### src/rtl/usb_bit_timing_ctrl.sv
// rtl/usb_bit_timing_ctrl.sv - RX bit-timing controller: phase counter, mid-bit strobe, edge resync, lock and idle timeout.
// Optional slip statistics counter enabled by defining TIMING_STATS_EN.
module usb_bit_timing_ctrl #(
  parameter int CNT_BITS      = 4,
  parameter int LOCK_EDGES    = 3,
  parameter int MAX_IDLE_BITS = 7
) (
  input  logic                sysclk,
  input  logic                rst,
  input  logic                enable,
  input  logic [CNT_BITS-1:0] div_val,
  input  logic                line_edge,
  output logic                sample_en,
  output logic [CNT_BITS-1:0] phase_cnt,
  output logic                locked,
  output logic                busy,
  output logic                timeout,
  output logic [7:0]          slip_count
);

  localparam int ONT_W  = $clog2(LOCK_EDGES + 1);
  localparam int IDLE_W = $clog2(MAX_IDLE_BITS + 2);

  localparam logic [CNT_BITS-1:0] DIV_MIN  = CNT_BITS'(4);
  localparam logic [CNT_BITS-1:0] DIV_RST  = CNT_BITS'(8);
  localparam logic [CNT_BITS-1:0] PH_ONE   = CNT_BITS'(1);
  localparam logic [ONT_W-1:0]    ONT_MAX  = ONT_W'(LOCK_EDGES);
  localparam logic [IDLE_W-1:0]   IDLE_MAX = IDLE_W'(MAX_IDLE_BITS);

  typedef enum logic [1:0] {
    S_IDLE  = 2'd0,
    S_HUNT  = 2'd1,
    S_TRACK = 2'd2
  } state_t;

  state_t              state_q, state_d;
  logic [CNT_BITS-1:0] phase_q, phase_d;
  logic [CNT_BITS-1:0] div_q, div_d;
  logic [ONT_W-1:0]    ontime_q, ontime_d;
  logic [IDLE_W-1:0]   idle_q, idle_d;
  logic                locked_q, locked_d;
  logic                sample_q, sample_d;
  logic                timeout_q, timeout_d;

  logic [CNT_BITS-1:0] mid;
  logic [CNT_BITS-1:0] last;
  logic                edge_ontime;

  assign mid         = div_q >> 1;
  assign last        = div_q - PH_ONE;
  // An edge within one sysclk of the bit boundary counts as on time.
  assign edge_ontime = (phase_q == last) || (phase_q == '0) || (phase_q == PH_ONE);

  always_ff @(posedge sysclk) begin
    if (rst) begin
      state_q   <= S_IDLE;
      phase_q   <= '0;
      div_q     <= DIV_RST;
      ontime_q  <= '0;
      idle_q    <= '0;
      locked_q  <= 1'b0;
      sample_q  <= 1'b0;
      timeout_q <= 1'b0;
    end else begin
      state_q   <= state_d;
      phase_q   <= phase_d;
      div_q     <= div_d;
      ontime_q  <= ontime_d;
      idle_q    <= idle_d;
      locked_q  <= locked_d;
      sample_q  <= sample_d;
      timeout_q <= timeout_d;
    end
  end

  always_comb begin
    state_d   = state_q;
    phase_d   = phase_q;
    div_d     = div_q;
    ontime_d  = ontime_q;
    idle_d    = idle_q;
    locked_d  = locked_q;
    sample_d  = 1'b0;
    timeout_d = 1'b0;

    if (!enable) begin
      state_d  = S_IDLE;
      phase_d  = '0;
      locked_d = 1'b0;
    end else begin
      case (state_q)
        S_IDLE: begin
          div_d   = (div_val < DIV_MIN) ? DIV_MIN : div_val;
          phase_d = '0;
          state_d = S_HUNT;
        end
        S_HUNT: begin
          phase_d = '0;
          if (line_edge) begin
            phase_d  = PH_ONE;
            idle_d   = '0;
            ontime_d = '0;
            state_d  = S_TRACK;
          end
        end
        S_TRACK: begin
          if (line_edge) begin
            // Hard resync; an edge landing on the mid-bit phase eats that strobe.
            phase_d = PH_ONE;
            idle_d  = '0;
            if (edge_ontime) begin
              if (ontime_q != ONT_MAX) begin
                ontime_d = ontime_q + 1'b1;
              end
              if (ontime_d == ONT_MAX) begin
                locked_d = 1'b1;
              end
            end else begin
              ontime_d = '0;
              locked_d = 1'b0;
            end
          end else begin
            phase_d = (phase_q == last) ? '0 : phase_q + PH_ONE;
            if (phase_q == mid) begin
              sample_d = 1'b1;
              idle_d   = idle_q + 1'b1;
              if (idle_q >= IDLE_MAX) begin
                timeout_d = 1'b1;
                locked_d  = 1'b0;
                phase_d   = '0;
                state_d   = S_HUNT;
              end
            end
          end
        end
        default: begin
          state_d = S_IDLE;
          phase_d = '0;
        end
      endcase
    end
  end

`ifdef TIMING_STATS_EN
  logic [7:0] slip_q;
  logic       slip_inc;
  logic       slip_clr;

  assign slip_inc = enable && (state_q == S_TRACK) && line_edge && !edge_ontime;
  assign slip_clr = enable && (state_q == S_IDLE);

  always_ff @(posedge sysclk) begin
    if (rst || slip_clr) begin
      slip_q <= 8'h00;
    end else if (slip_inc && (slip_q != 8'hFF)) begin
      slip_q <= slip_q + 8'h01;
    end
  end

  assign slip_count = slip_q;
`else
  assign slip_count = 8'h00;
`endif

  assign sample_en = sample_q;
  assign timeout   = timeout_q;
  assign phase_cnt = phase_q;
  assign locked    = locked_q;
  assign busy      = (state_q != S_IDLE);

endmodule

### config.mk
export PLATFORM = sky130hd
export DESIGN_NAME = usb_bit_timing_ctrl
export DESIGN_NICKNAME = d
export VERILOG_FILES = /design/src/rtl/usb_bit_timing_ctrl.sv
export SDC_FILE = /design/constraint.sdc
export NUM_CORES = 1
export LEC_CHECK = 0
export CORE_UTILIZATION = 35
export CTS_CLUSTER_SIZE = 12
export DETAILED_ROUTE_END_ITERATION = 16
export HOLD_SLACK_MARGIN = 0.15
export PLACE_DENSITY = 0.62
export SYNTH_ARGS = -nofsm -noshare
export SYNTH_HDL_FRONTEND = slang
export SYNTH_SLANG_ARGS = --single-unit
### constraint.sdc
create_clock -name sysclk -period 3.24 [get_ports sysclk]
set_input_delay 0.648 -clock sysclk [delete_from_list [all_inputs] [get_ports sysclk]]
set_output_delay 0.648 -clock sysclk [all_outputs]
set_load 0.1 [all_outputs]
==> metrics.md <==
| Metric | Value |
|---|---|
| Synth Cell Area | between 1000 and 1500 sq um |
| Largest net degree at the start of global routing | 11 |
| Sw Share | 0.350 |
| Peak VDD IR | approximately 0.13 mV |
| Reg2reg end | ontime_q[0] |
| Avg Inst Size Synth | 8.44 sq um |
| WL/cell | 12.6 um |
| Flop pwr share | 0.497 |
| Post-synthesis cell count | 133 |
| Final min period | approximately 2.1 ns |
| R2R setup slack | 1.23 ns |
| Num CTS Buffers | 3 |
| Post-DP HPWL | roughly 1.8 mm |
| Worst-path fanout max | 7 |
| Top cells by area, synth | dfxtp_1, ha_1, buf_4 |
| Post-Layout Cell Count | roughly 190 |
| Vias in the first global route | 910 |
| Flops & latches, synth | 19 |
| Hold Crit Class | flop to flop |
| Post-synthesis adder-cell area fraction | 0.0892 |
| Clock network fraction of total power | 0.262 |
| Status | finished, violations left |
| Worst-case clock skew | ~0.0028 ns |
| Dpl ws | 0.825 ns |
| Critical Path Start | line_edge |
| CP required | between 3 and 4 ns |
| Final slew viol count | 0 |
| Hold depth | 2 |
| H-tree levels | 1 |
| RSZ-0062 raised after global routing | no |
| # diodes | 0 |
| Initial antenna violation count | 0 |
| Worst Path Arrival | 2.37 ns |
| PD cells | ~380 nW/um^2 |
| Row count | 20 |
| Core area | about 3000 sq um |
| GP Congestion | 0.759 |
| Post-synthesis mux area share | 0 |
| Clock-pin slew on the worst setup and hold paths | roughly 0.11 ns |
| Sw Pwr | 172 uW |
| Area delta synth->final | 15.1% |
| Post-cts resize count | 0 |
| Nets | 166 |
| Hold Fails Final Rpt | 0 |
| GR Overflow Total | 0 |
| Leading area contributor after synthesis | dfxtp_1 |
| Main combinational cell family by area after synthesis | compound AO/OA/AOI/OAI gates |
| Clock buffer depth | 2 |
| Reg2reg path depth | 7 |
| Vias per inst | between 4 and 5 |
| Hold Crit Start | idle_q[3] |
| TritonRoute pass-1 iters | 10 |
| Register area share after synthesis | 0.339 |
| Crit Path Category | primary input to flop |
| Hold_buf cts | 0 |
| Yosys cell types | 35 |
| Routed WL | 2.43 mm |
| Max-Cap Viols | 0 |
| Final TNS setup | 0 ns |
| Placed insts | about 190 |
| Synth Area in Compound Gates | 0.190 |
| Die Ht | a little under 60 um |
| Synth top area share | 0.339 |
| PnR worst setup slack | between 1 and 1.5 ns |
| Setup-failing EPs final | 0 |
| Global-route wire length before repair | just under 4 mm |
| Top-level I/O count | 24 |
| Worst skew pair latency | 0.31 ns |
| Power Total | between 400 and 500 uW |
| Worst R2R Start | state_q[0] |
| Post-Synth XOR/XNOR Area | 0.0914 |
| Initial Util | 0.368 |
| Rel. slew slack | 0.646 |
| Lkg Pwr | 0.000540 uW |
| DIE WIDTH | slightly below 60 um |
| Synth Warn # | 0 |
| Routed Antenna Nets | 0 |
| Failing checks | DRC |
| Share of layout cells above drive strength 1 | 0.114 |
| Power Internal | 320 uW |
| Post-CTS setup buffers | 0 |
| Initial DRC count | 67 |
| CTS tree | built |
| DRC | 2 |
| Clk sink count | 19 |
| CTS root buffer | clkbuf_4 |
| Comb pwr share | 0.241 |
| DR vias | between 900 and 1000 |
| Fin crit share | 0.656 |
| Fmax | approximately 0.47 GHz |
| GRT Overall Usage | 0.153 |
| CP Capture Point | ontime_q[0] |
| Startpoint class of the critical path | primary input |
| CP Capture Type | flop |
| Worst-margin pin slew | roughly 0.53 ns |
| Simple-gate share of the synthesized area | 0.183 |
| Die area | about 3400 sq um |
| # port buffers | 15 |
placed cells by master (no fill, tap or decap), types with 2 or more instances in the layout:
master and n:
xor2_1 5, dfxtp_1 19, a22oi_1 3, nor2_1 11, clkbuf_4 3, or3_1 3, nor3_1 5, buf_4 8
o21ai_0 7, conb_1 8, a31oi_1 3, o211ai_1 2, nand3_1 5, and3_1 2, xnor2_1 4, nand4_1 3
ha_1 8, o21a_1 2, nand2_1 4, a21oi_1 10, inv_1 13, clkdlybuf4s50_1 7
state kept, by name, summed over array words and instances (netlist names):
signal,count
div_q,4
sample_en,1
timeout,1
locked,1
ontime_q,2
state_q,2
idle_q,4
phase_cnt,4
worst max-delay path, cell delays in order:
cell	delay (ns)
clkdlybuf4s50_1	0.64
inv_1	0.19
nor2_1	0.30
o21ai_0	0.15
or3_1	0.33
a21oi_1	0.12
power by group through the flow:
stage / logic [uW] / clock network (uW) / registers (uW)
final: 119 / 129 / 245
after CTS: 118 / 129 / 245
after floorplan: 103 / 0 / 249
after global routing: 127 / 137 / 246
after detailed placement: 117 / 0 / 250
after global placement: 114 / 0 / 250
logic make-up after synthesis:
logic type / after synthesis
and+or+nand+nor: 38
adders and majority gates: 8
buffers and inverters: 23
xor gates and xnor gates: 10
other: 1
AOI/OAI and AO/OA: 34
DFF: 19
stage by stage:
stage | utilization | hold WS [ns] | cell area [sq um]
detailed placement | 0.414 | 0.485 | 1260
global placement | 0.414 | 0.482 | 1260
CTS | 0.423 | 0.501 | 1290
floorplan | - | 0.454 | 1150
finish | 0.423 | 0.498 | 1290
global route | 0.423 | 0.517 | 1290
synthesized netlist by cell type:
library cell  number
nand4_1            3
nor4_4             1
nor3_1             5
o21ai_0            7
a21oi_2            1
nand2_1            4
a31oi_1            3
dfxtp_1           19
xor3_1             1
nand3_1            5
xnor2_1            4
xor2_1             5
or2_2              1
inv_1             13
or3_1              3
and3_1             2
buf_4              8
a211o_1            1
and2_2             1
a31o_2             1
nor2b_1            1
and3_2             1
buf_2              1
o21ai_1            1
a21oi_1           10
o211a_1            1
o21a_1             2
nor2_1            11
o211ai_1           2
ha_1               8
o31ai_1            1
clkbuf_1           1
a22oi_1            3
conb_1             1
a21o_1             1
worst min-delay path by stage:
stage	endpoint
2_1_floorplan	idle_q[3]
3_5_place_dp	idle_q[3]
6_report	idle_q[3]
4_1_cts	idle_q[3]
3_3_place_gp	idle_q[3]
5_1_grt	idle_q[3]
metal layers:
layer | GRT usage | wire length (um) | up-vias
li1 | - | - | 482
met1 | 0.181 | 1120 | 450
met2 | 0.273 | 1200 | 23
met3 | 0.0198 | 66 | 5
met4 | 0.0714 | 43 | 0
met5 | 0 | 0 | -
final cells by class:
cell class,count,area (sq um)
flip-flops and latches,19,380
inverters,13,48.8
fillers,326,1760
clock buffers,4,26.3
multi-input cells,98,651
repair buffers,15,130
well taps,44,55.1
Power figures use the tool's default switching activity.
